<file path="src/rtl/demux_pkg.sv">
// Shared definitions for the 1:4 demux and its companion 4:1 mux:
// default lane width, lane index type and the sel-to-lane mapping.
package demux_pkg;

  localparam int unsigned DEMUX_WIDTH_DEFAULT = 2;
  localparam int          NUM_LANES           = 4;

  typedef logic [1:0] lane_idx_t;

  // Reversed mapping so that demux and mux form a loopback pair
  function automatic lane_idx_t sel_to_lane(input logic [1:0] sel);
    lane_idx_t lane;
    case (sel)
      2'b00:   lane = 2'd3;
      2'b01:   lane = 2'd2;
      2'b10:   lane = 2'd1;
      2'b11:   lane = 2'd0;
      default: lane = 2'd0;
    endcase
    return lane;
  endfunction

endpackage

</file>
<file path="src/rtl/demux1_4_chk.sv">
// Protocol checker for demux1_4: stall stability and reset gating of din_rdy.
module demux1_4_chk #(
  parameter int unsigned WIDTH = 2
) (
  input logic               clk,
  input logic               rst,
  input logic               din_rdy,
  input logic [3:0]         vld,
  input logic [3:0]         rdy,
  input logic [4*WIDTH-1:0] data
);

  a_rdy_in_reset: assert property (@(posedge clk) rst |-> !din_rdy);

  // A stalled full slot must keep both its valid and its data
  for (genvar n = 0; n < 4; n++) begin : g_chk
    a_stall_stable: assert property (@(posedge clk) disable iff (rst)
      (vld[n] && !rdy[n]) |=> (vld[n] && $stable(data[n*WIDTH +: WIDTH])));
  end

endmodule

</file>
<file path="src/rtl/demux_lane.sv">
// One output slot of the demux: data register, valid flag and, when
// DEMUX1_4_CNT_EN is defined, an 8-bit completed-handshake counter.
module demux_lane
  import demux_pkg::*;
#(
  parameter int unsigned WIDTH = DEMUX_WIDTH_DEFAULT
) (
  input  logic             clk_i,
  input  logic             rst_i,
  input  logic             load_i,
  input  logic [WIDTH-1:0] din_i,
  input  logic             rdy_i,
  output logic [WIDTH-1:0] dout_o,
  output logic             vld_o,
  output logic             free_o
`ifdef DEMUX1_4_CNT_EN
  ,
  output logic [7:0]       cnt_o
`endif
);

  logic [WIDTH-1:0] data_q;
  logic [WIDTH-1:0] data_d;
  logic             vld_q;
  logic             vld_d;
  logic             hs_s;

  assign hs_s   = vld_q & rdy_i;
  assign free_o = ~vld_q | rdy_i;
  assign dout_o = data_q;
  assign vld_o  = vld_q;

  // Slot next state: a load wins over a simultaneous drain
  always_comb begin
    data_d = data_q;
    vld_d  = vld_q;
    if (load_i) begin
      data_d = din_i;
      vld_d  = 1'b1;
    end else if (hs_s) begin
      vld_d  = 1'b0;
    end else begin
      vld_d  = vld_q;
    end
  end

  // Slot registers
  always_ff @(posedge clk_i) begin
    if (rst_i) begin
      data_q <= {WIDTH{1'b0}};
      vld_q  <= 1'b0;
    end else begin
      data_q <= data_d;
      vld_q  <= vld_d;
    end
  end

`ifdef DEMUX1_4_CNT_EN
  logic [7:0] cnt_q;
  logic [7:0] cnt_d;

  assign cnt_d = hs_s ? (cnt_q + 8'd1) : cnt_q;
  assign cnt_o = cnt_q;

  // Handshake counter, wraps naturally at 8 bits
  always_ff @(posedge clk_i) begin
    if (rst_i) begin
      cnt_q <= 8'd0;
    end else begin
      cnt_q <= cnt_d;
    end
  end
`endif

endmodule

</file>
<file path="src/rtl/demux1_4.sv">
// 1:4 valid/ready demultiplexer with a one-entry slot per lane.
// Define DEMUX1_4_CNT_EN to add per-lane handshake counters cnt0..cnt3.
module demux1_4
  import demux_pkg::*;
#(
  parameter int unsigned WIDTH = DEMUX_WIDTH_DEFAULT
) (
  input  logic             clk,
  input  logic             rst,
  input  logic [WIDTH-1:0] din,
  input  logic             din_vld,
  input  logic [1:0]       sel,
  output logic             din_rdy,
  output logic [WIDTH-1:0] d0,
  output logic [WIDTH-1:0] d1,
  output logic [WIDTH-1:0] d2,
  output logic [WIDTH-1:0] d3,
  output logic             d0_vld,
  output logic             d1_vld,
  output logic             d2_vld,
  output logic             d3_vld,
  input  logic             d0_rdy,
  input  logic             d1_rdy,
  input  logic             d2_rdy,
  input  logic             d3_rdy
`ifdef DEMUX1_4_CNT_EN
  ,
  output logic [7:0]       cnt0,
  output logic [7:0]       cnt1,
  output logic [7:0]       cnt2,
  output logic [7:0]       cnt3
`endif
);

  lane_idx_t        tgt_s;
  logic             accept_s;
  logic [3:0]       load_s;
  logic [3:0]       free_s;
  logic [3:0]       vld_s;
  logic [3:0]       rdy_s;
  logic [WIDTH-1:0] data_s [NUM_LANES];

  assign rdy_s    = {d3_rdy, d2_rdy, d1_rdy, d0_rdy};
  assign tgt_s    = sel_to_lane(sel);
  // Ready looks only at the target slot, never at din_vld
  assign din_rdy  = ~rst & free_s[tgt_s];
  assign accept_s = din_vld & din_rdy;

  // Steer the accept to exactly one lane
  always_comb begin
    load_s = 4'b0000;
    if (accept_s) begin
      load_s[tgt_s] = 1'b1;
    end else begin
      load_s = 4'b0000;
    end
  end

`ifdef DEMUX1_4_CNT_EN
  logic [7:0] cnt_s [NUM_LANES];
  assign cnt0 = cnt_s[0];
  assign cnt1 = cnt_s[1];
  assign cnt2 = cnt_s[2];
  assign cnt3 = cnt_s[3];
`endif

  for (genvar n = 0; n < NUM_LANES; n++) begin : g_lane
    demux_lane #(
      .WIDTH (WIDTH)
    ) u_lane (
      .clk_i  (clk),
      .rst_i  (rst),
      .load_i (load_s[n]),
      .din_i  (din),
      .rdy_i  (rdy_s[n]),
      .dout_o (data_s[n]),
      .vld_o  (vld_s[n]),
      .free_o (free_s[n])
`ifdef DEMUX1_4_CNT_EN
      ,
      .cnt_o  (cnt_s[n])
`endif
    );
  end

  assign d0     = data_s[0];
  assign d1     = data_s[1];
  assign d2     = data_s[2];
  assign d3     = data_s[3];
  assign d0_vld = vld_s[0];
  assign d1_vld = vld_s[1];
  assign d2_vld = vld_s[2];
  assign d3_vld = vld_s[3];

  demux1_4_chk #(
    .WIDTH (WIDTH)
  ) u_chk (
    .clk     (clk),
    .rst     (rst),
    .din_rdy (din_rdy),
    .vld     (vld_s),
    .rdy     (rdy_s),
    .data    ({data_s[3], data_s[2], data_s[1], data_s[0]})
  );

endmodule

</file>
<file path="config.mk">
export PLATFORM = sky130hd
export DESIGN_NAME = demux1_4
export DESIGN_NICKNAME = d
export VERILOG_FILES = /design/src/rtl/demux_pkg.sv /design/src/rtl/demux1_4_chk.sv /design/src/rtl/demux_lane.sv /design/src/rtl/demux1_4.sv
export SDC_FILE = /design/constraint.sdc
export NUM_CORES = 1
export LEC_CHECK = 0
export ABC_CLOCK_PERIOD_IN_PS = 1350
export CORE_MARGIN = 2
export CORE_UTILIZATION = 36
export DETAILED_ROUTE_END_ITERATION = 7
export PLACE_DENSITY = 0.72
export SYNTH_ARGS = -nofsm -noshare
export SYNTH_HDL_FRONTEND = slang
export SYNTH_SLANG_ARGS = --single-unit
</file>
<file path="constraint.sdc">
create_clock -name clk -period 1.35 [get_ports clk]
set_input_delay 0.3375 -clock clk [delete_from_list [all_inputs] [get_ports clk]]
set_output_delay 0.3375 -clock clk [all_outputs]
set_load 0.01 [all_outputs]
</file>
==> reports/summary.txt, run 1 <==
Relative area change from synthesis to final layout = 77.51%
Final cycle utilization of the critical path = 130.8%
Placer's final routability congestion estimate = 0.7971
Final critical delay including setup and external delays = 1.766 ns
Net count after synthesis = 73
Run status = finished with violations
Post-route DRC = 0
Mapped Avg Cell Area = 9.243 um2
Skew final = 0.0002870 ns
Floorplan row count = 14
Die boundary height = 43.90 um
Final Slew Violations = 0
Worst slack at placement = -1.035 ns
Wire length per cell = 12.80 um
Filler cell count = 129
Num CTS Buffers = 3
Origin of the critical flop-to-flop path = g_lane[0].u_lane.vld_o
Via count of the first global-routing pass = 578
Crit path largest cell delay = 0.49 ns
Largest net degree at the start of global routing = 15
Kind of end point of the critical path = output pin
Launching element type of the critical path = flip-flop
Fraction of final layout cells sized beyond drive strength 1 = 36.54%
Transition time at the pin with the least slew margin = 0.2556 ns
Placeable Area = 1506 um2
Worst R2R Path Depth = 4
Detailed Place HPWL = 1121 um
Fin nets = 116
Final Util = 67.52%
Max Fanout on Critical Path = 2
Cell chain of the critical path = nor2b_4 -> mux4_2 -> nor2_4 -> buf_6
Area enclosed by the die boundary = 1927 um2
Critical Path Source = g_lane[0].u_lane.vld_o
Buffers from clock root to sink, at most = 2
Post-synth design cell area = 573.1 um2
Critical path's slowest cell = mux4_2
Worst reg2reg endpoint = g_lane[0].u_lane.dout_o[0]
Port buffer count = 23
Final wirelength = 1536 um
Max H-tree Level = 1
Reg-to-reg slack, setup = 0.22 ns
Total of flip-flops plus latches after synthesis = 12
Failing checks = negative setup slack
Final setup violation count = 1
Number of distinct library cells after synthesis = 18
CTS tree = built
Critical path required time = 1.01 ns
Final ANT Viol Nets = 0
WS Path Type = reg -> out
Power per cell area = 794.5 nW/um2
Rel. slew slack = 82.92%
Number of top-level pins = 24
Leakage dissipation = 0.4428 nW
IR drop worst, VDD = 0.4943 mV
Min-Delay Path Class = reg -> reg
Later-pin clock latency in the skew report = 0.27 ns
All-Layer GR Usage = 17.26%
Residual overflow from global routing = 0
Post-route worst hold slack = 0.4603 ns
Number of endpoints with negative hold slack in the final report = 0
Overall die width = 43.90 um
Wire length of the first global-routing pass = 2470 um
Post-synthesis sequential area ratio = 41.92%
Vias/cell = 5.267
Endpoint arrival time on the critical path = 1.43 ns
Peak Freq = 0.5664 GHz
Min setup slack post-route = -0.4157 ns
Yosys warning count = 0
Max-Cap Viols = 0
Cell count after synthesis = 62
Root Driver = clkbuf_4
First-pass DRT Iterations = 4
Vias post-DR = 632
Total inserted antenna cells = 0
Starting utilization of the core area = 38.04%
RSZ-0062 raised after global routing = yes
Sink Count = 12
Detailed router's first-iteration violation count = 8
Clock transition at path regs = 0.08 ns
Antenna violations before repair = 0
Timing endpoint of the critical path = din_rdy
per-layer routing:
metal / up-vias / GRT usage, % / wire length, um / part of all wire (%)
met5: - / 0 / 0 / 0
met4: 0 / 7.273 / 21 / 1.4
met3: 2 / 3.750 / 98 / 6.4
met2: 24 / 27.65 / 720 / 47
met1: 291 / 22.31 / 695 / 45
li1: 315 / - / - / -
cell type report:
cell class	count	area, um2	share of cell area [%]
multi-input combinational	47	357.8	35.18
timing repair buffer	41	357.8	35.18
sequential	12	245.2	24.11
clock buffer	4	36.28	3.567
tap	16	20.02	1.968
logic make-up after synthesis:
family | Yosys count | share of synthesized area (%)
buffers and inverters | 3 | 3.930
AND/OR/NAND/NOR | 27 | 33.62
flip-flops | 12 | 41.92
AO/OA/AOI/OAI | 19 | 16.59
multiplexers | 1 | 3.930
worst max-delay path, delay by kind of cell (launching register included):
family	cells	cell delay [ns]
buffers and inverters	1	0.11
flip-flops	1	0.32
multiplexers	1	0.49
AND/OR/NAND/NOR	2	0.23
repair_timing:
action | 4_1_cts | 5_1_grt
buffers inserted | 1 | 2
gates resized for setup | 31 | 9
cloned | 0 | 0
pin swaps | 1 | 2
hold buffers | 0 | 0
setup endpoints to repair | 20 | 8
worst min-delay path by stage:
stage	start	slack, ns	to	depth (start not counted)
finish	g_lane[3].u_lane.dout_o[0]	0.46	g_lane[3].u_lane.dout_o[0]	2
global placement	g_lane[1].u_lane.dout_o[1]	0.46	g_lane[1].u_lane.dout_o[1]	2
CTS	g_lane[1].u_lane.dout_o[0]	0.47	g_lane[1].u_lane.dout_o[0]	2
global route	g_lane[3].u_lane.dout_o[0]	0.51	g_lane[3].u_lane.dout_o[0]	2
floorplan	din_vld	0.48	g_lane[3].u_lane.vld_o	2
detailed placement	g_lane[1].u_lane.dout_o[0]	0.46	g_lane[1].u_lane.dout_o[0]	2
synth_stat cells:
library cell,instances,area share [%]
a21oi_1,11,9.6
and4bb_1,2,4.4
buf_4,1,1.3
buf_6,1,2.0
clkbuf_1,1,0.65
dfxtp_1,12,42
mux4_2,1,3.9
nand2b_1,3,3.3
nand3_1,6,5.2
nand3_2,1,1.7
nand4bb_1,2,3.9
nor2_1,4,2.6
nor2b_1,5,5.5
nor4b_1,1,1.5
o21ai_0,4,3.5
o21ai_1,4,3.5
or3b_1,2,3.1
or4b_4,1,2.4
cell usage in the layout (no fill, tap or decap), types with 2 or more instances in the layout:
cell             instances
buf_4                   16
dlygate4sd2_1           15
a21oi_1                 10
dfxtp_1                  8
nand3_1                  6
o21ai_0                  4
dfxtp_2                  4
clkdlybuf4s15_1          4
nor2b_4                  3
nor2_1                   3
nand2b_1                 3
clkbuf_4                 3
buf_6                    3
nor2b_1                  2
and4bb_1                 2
nand4bb_1                2
or3b_1                   2
o21ai_1                  2
o21ai_2                  2
clkdlybuf4s50_1          2
registers in the layout, indices dropped and copies added, names as in the netlist:
| signal | cells |
|---|---|
| g_lane.u_lane.dout_o | 8 |
| g_lane.u_lane.vld_o | 4 |
power by group:
group,leakage (nW),internal (mW),switching (mW)
Clock,0.0210,0.164,0.130
Sequential,0.0992,0.364,0.00443
Combinational,0.323,0.0830,0.0627
metrics by stage:
step                      setup TNS, ns  cells  area [um2]  total power [mW]
after CTS                       -0.4138    118       982.2            0.7991
after detailed placement         -4.493    113       937.1            0.5195
after global placement           -4.213    113       937.1            0.5165
final                           -0.4157    120        1017            0.8081
after global routing            -0.4675    120        1017            0.8338
after floorplan                -0.06974     62       604.3            0.4321
Power figures use the tool's default switching activity.
==> run 2: changes to the inputs <==
--- a/config.mk
+++ b/config.mk
@@ -5,11 +5,13 @@
 export SDC_FILE = /design/constraint.sdc
 export NUM_CORES = 1
 export LEC_CHECK = 0
+export ABC_AREA = 1
 export ABC_CLOCK_PERIOD_IN_PS = 1350
 export CORE_MARGIN = 2
-export CORE_UTILIZATION = 36
+export CORE_UTILIZATION = 39
+export CTS_CLUSTER_SIZE = 25
 export DETAILED_ROUTE_END_ITERATION = 7
-export PLACE_DENSITY = 0.72
+export PLACE_DENSITY = 0.73
 export SYNTH_ARGS = -nofsm -noshare
 export SYNTH_HDL_FRONTEND = slang
 export SYNTH_SLANG_ARGS = --single-unit
==> run 2 against run 1 <==
The flow still finishes with violations (negative setup slack). Routed wire length increased by 18%. Cell area increased by 18%. Clock skew about the same. Global-route usage increased by 0.42 points. Cell count increased by 42%. Sequential power about the same. Fmax increased by 25%. Synthesized cell count increased by 66%. Worst setup slack improved by 0.35 ns. Largest power group unchanged. Highest routed layer unchanged.
==> reports/summary.txt, run 2 <==
Family with the most delay on the worst path = flip-flops (was multiplexers)
Leakage dissipation = 0.6209 nW (was 0.4428 nW)
Starting utilization of the core area = 41.10% (was 38.04%)
Area of combinational cells with multiple inputs = 427.9 um2 (was 357.8 um2)
Reg-to-reg slack, setup = 0.04 ns (was 0.22 ns)
Port buffer count = 23 (unchanged)
Total of flip-flops plus latches after synthesis = 12 (unchanged)
First-pass DRT Iterations = 5 (was 4)
Failing checks = negative setup slack (unchanged)
Min-Delay Path Class = in -> reg (was reg -> reg)
Final critical delay including setup and external delays = 1.414 ns (was 1.766 ns)
Origin of the critical flop-to-flop path = g_lane[2].u_lane.vld_o (was g_lane[0].u_lane.vld_o)
Mapped Avg Cell Area = 6.815 um2 (was 9.243 um2)
Final ANT Viol Nets = 0 (unchanged)
Vias post-DR = 795 (was 632)
Residual overflow from global routing = 0 (unchanged)
Placeable Area = 1708 um2 (was 1506 um2)
Relative area change from synthesis to final layout = 71.12% (was 77.51%)
Wire length of the first global-routing pass = 2615 um (was 2470 um)
Detailed Place HPWL = 1253 um (was 1121 um)
Worst hold stages = 4 (was 2)
Most area-hungry cell type in the Yosys netlist = dfxtp_1 (unchanged)
Post-route DRC = 0 (unchanged)
CTS tree = built (unchanged)
Rel. slew slack = 81.15% (was 82.92%)
Share of synthesized flip-flops with an asynchronous set or reset = 0% (unchanged)
Commonest cells post-synth = 25 x inv_1, 21 x nand2_1, 12 x dfxtp_1 (was 12 x dfxtp_1, 11 x a21oi_1, 6 x nand3_1)
Clock transition at path regs = 0.07 ns (was 0.08 ns)
Die boundary height = 46.43 um (was 43.90 um)
Final total power = 0.7913 mW (was 0.8081 mW)
Buffers from clock root to sink, at most = 2 (unchanged)
Power per cell area = 658.8 nW/um2 (was 794.5 nW/um2)
Antenna violations before repair = 0 (unchanged)
Via count of the first global-routing pass = 652 (was 578)
Run status = finished with violations (unchanged)
Placer's final routability congestion estimate = 0.7831 (was 0.7971)
Largest net degree at the start of global routing = 13 (was 15)
Transition time at the pin with the least slew margin = 0.2820 ns (was 0.2556 ns)
Root Driver = clkbuf_4 (unchanged)
Number of flip-flops under the largest register name = 8 (unchanged)
Max H-tree Level = 1 (unchanged)
Kind of end point of the critical path = output pin (unchanged)
Setup TNS Final = -0.06430 ns (was -0.4157 ns)
Critical path required time = 1.01 ns (about the same)
Max-Cap Viols = 0 (unchanged)
Cell count after synthesis = 103 (was 62)
Post-synthesis sequential area ratio = 34.22% (was 41.92%)
Final Slew Violations = 0 (unchanged)
Number of top-level pins = 24 (unchanged)
Num CTS Buffers = 3 (unchanged)
IR drop worst, VDD = 0.6886 mV (was 0.4943 mV)
Largest cells by area after synthesis = dfxtp_1 34%, inv_1 13%, nand2_1 11% (was dfxtp_1 42%, a21oi_1 9.6%, nor2b_1 5.5%)
Worst R2R Path Depth = 11 (was 4)
Yosys warning count = 0 (unchanged)
Worst reg2reg endpoint = g_lane[2].u_lane.dout_o[1] (was g_lane[0].u_lane.dout_o[0])
Cell chain of the critical path = inv_1 -> nor2_2 -> nand2_2 -> nand3_2 -> nor2_4 -> buf_6 (was nor2b_4 -> mux4_2 -> nor2_4 -> buf_6)
Final wirelength = 1818 um (was 1536 um)
Fin nets = 158 (was 116)
Peak Freq = 0.7071 GHz (was 0.5664 GHz)
Final cycle utilization of the critical path = 104.8% (was 130.8%)
Floorplan row count = 15 (was 14)
Vias/cell = 4.676 (was 5.267)
Endpoint arrival time on the critical path = 1.08 ns (was 1.43 ns)
Wire length per cell = 10.69 um (was 12.80 um)
Critical path's slowest cell = dfxtp_2 (was mux4_2)
Overall die width = 46.43 um (was 43.90 um)
Max Fanout on Critical Path = 2 (unchanged)
Cell with the most instances after synthesis = inv_1 (was dfxtp_1)
All-Layer GR Usage = 17.68% (was 17.26%)
Launching element type of the critical path = flip-flop (unchanged)
Leading cell types in the layout, fill and taps excluded = 22 x inv_1, 17 x nand2_1, 13 x buf_4 (was 16 x buf_4, 15 x dlygate4sd2_1, 10 x a21oi_1)
Hold Path Sink = g_lane[2].u_lane.vld_o (was g_lane[3].u_lane.dout_o[0])
Post-synth design cell area = 701.9 um2 (was 573.1 um2)
Leading cell type in the layout, fill and taps excluded = inv_1 (was buf_4)
Count of buffering cells on the critical path with inverters included = 2 (was 1)
Later-pin clock latency in the skew report = 0.28 ns (was 0.27 ns)
Detailed router's first-iteration violation count = 10 (was 8)
Sink Count = 12 (unchanged)
Hold Startpoint = d2_rdy (was g_lane[3].u_lane.dout_o[0])
Fraction of final layout cells sized beyond drive strength 1 = 39.31% (was 36.54%)
Crit path largest cell delay = 0.32 ns (was 0.49 ns)
Total inserted antenna cells = 0 (unchanged)
Number of distinct library cells after synthesis = 16 (was 18)
Share of the synthesized area in the top cell type = 34.22% (was 41.92%)
Min setup slack post-route = -0.06430 ns (was -0.4157 ns)
Skew final = 0.0005564 ns (was 0.0002870 ns)
Filler cell count = 134 (was 129)
Number of synthesized flops with an enable pin = 0 (unchanged)
Final setup violation count = 1 (unchanged)
RSZ-0062 raised after global routing = yes (unchanged)
WS Path Type = reg -> out (unchanged)
Storage element area = 244.0 um2 (was 245.2 um2)
Area enclosed by the die boundary = 2155 um2 (was 1927 um2)
Number of endpoints with negative hold slack in the final report = 0 (unchanged)
Most instantiated flip-flop cell in the synthesis netlist = dfxtp_1 (unchanged)
Net count after synthesis = 114 (was 73)
-- run 2: cell types whose count changed in the layout (fill, tap and decap cells not counted), moves of 4 or more --
cell and change:
inv_1 +22, nand2_1 +17, nand4_1 +9, inv_2 +7
a21oi_1 -6, nand2_2 +6, nand3_1 -6, nor2_2 +5
dlygate4sd2_1 -4, nand4_4 +4, nor2_1 +4, o21ai_0 -4
-- run 2: logic make-up (layout without fill, tap and decap cells) --
group	after synthesis	in the layout	synth area share, %
buffers and inverters	30	72	16.22
DFF	12	12	34.22
and+or+nand+nor	57	57	46.70
AOI/OAI and AO/OA	4	4	2.852
-- run 2: layout make-up --
class                           instances  share of cell area [%]
Clock buffer                            3                   1.875
Inverter                               29                   9.062
Multi-Input combinational cell         61                   35.63
Sequential cell                        12                   20.31
Tap cell                               25                   2.604
Timing Repair Buffer                   40                   30.52
-- run 2: worst reg2reg max path, delay by kind of cell (launching register included) --
family,cells,cell delay [ns]
AND/OR/NAND/NOR,6,0.58
buffers and inverters,5,0.36
flip-flops,1,0.32
-- run 2: report_power, final --
group | switching (mW) | internal, mW
registers | 0.00519 | 0.365
logic | 0.102 | 0.0913
clock network | 0.124 | 0.104
-- run 2: per-layer routing --
layer	global-route usage [%]	vias to the layer above	wire length, um
met3	2.353	5	66
met2	31.67	16	988
met5	0	-	0
met1	19.57	374	721
met4	10.29	0	41
li1	-	400	-
-- run 2: repair_timing --
item | in CTS | in global routing
resized for setup | 34 | 23
pin swaps | 8 | 7
setup endpoints to repair | 25 | 13
hold buffers | 0 | 0
setup buffers | 1 | 2
-- run 2: worst max-delay path by stage --
stage                            from  endpoint  slack, ns  depth (start not counted)
3_3_place_gp                   sel[1]   din_rdy      -0.79                          7
4_1_cts                        d2_rdy   din_rdy      -0.23                          6
6_report       g_lane[2].u_lane.vld_o   din_rdy      -0.06                          6
2_1_floorplan                  sel[1]   din_rdy       0.19                          5
3_5_place_dp                   sel[1]   din_rdy      -0.82                          7
5_1_grt        g_lane[3].u_lane.vld_o   din_rdy      -0.12                          6
-- run 2: metrics by stage --
step           worst slack, ns  cells  hold WS, ns  utilization [%]  area (um2)
2_1_floorplan           0.1904    103       0.4066                -       701.9
3_3_place_gp           -0.7932    164       0.4942            63.00        1076
3_5_place_dp           -0.8189    164       0.5066            63.00        1076
4_1_cts                -0.2321    168       0.4507            66.37        1134
5_1_grt                -0.1162    170       0.3780            70.33        1201
6_report              -0.06430    170       0.3596            70.33        1201
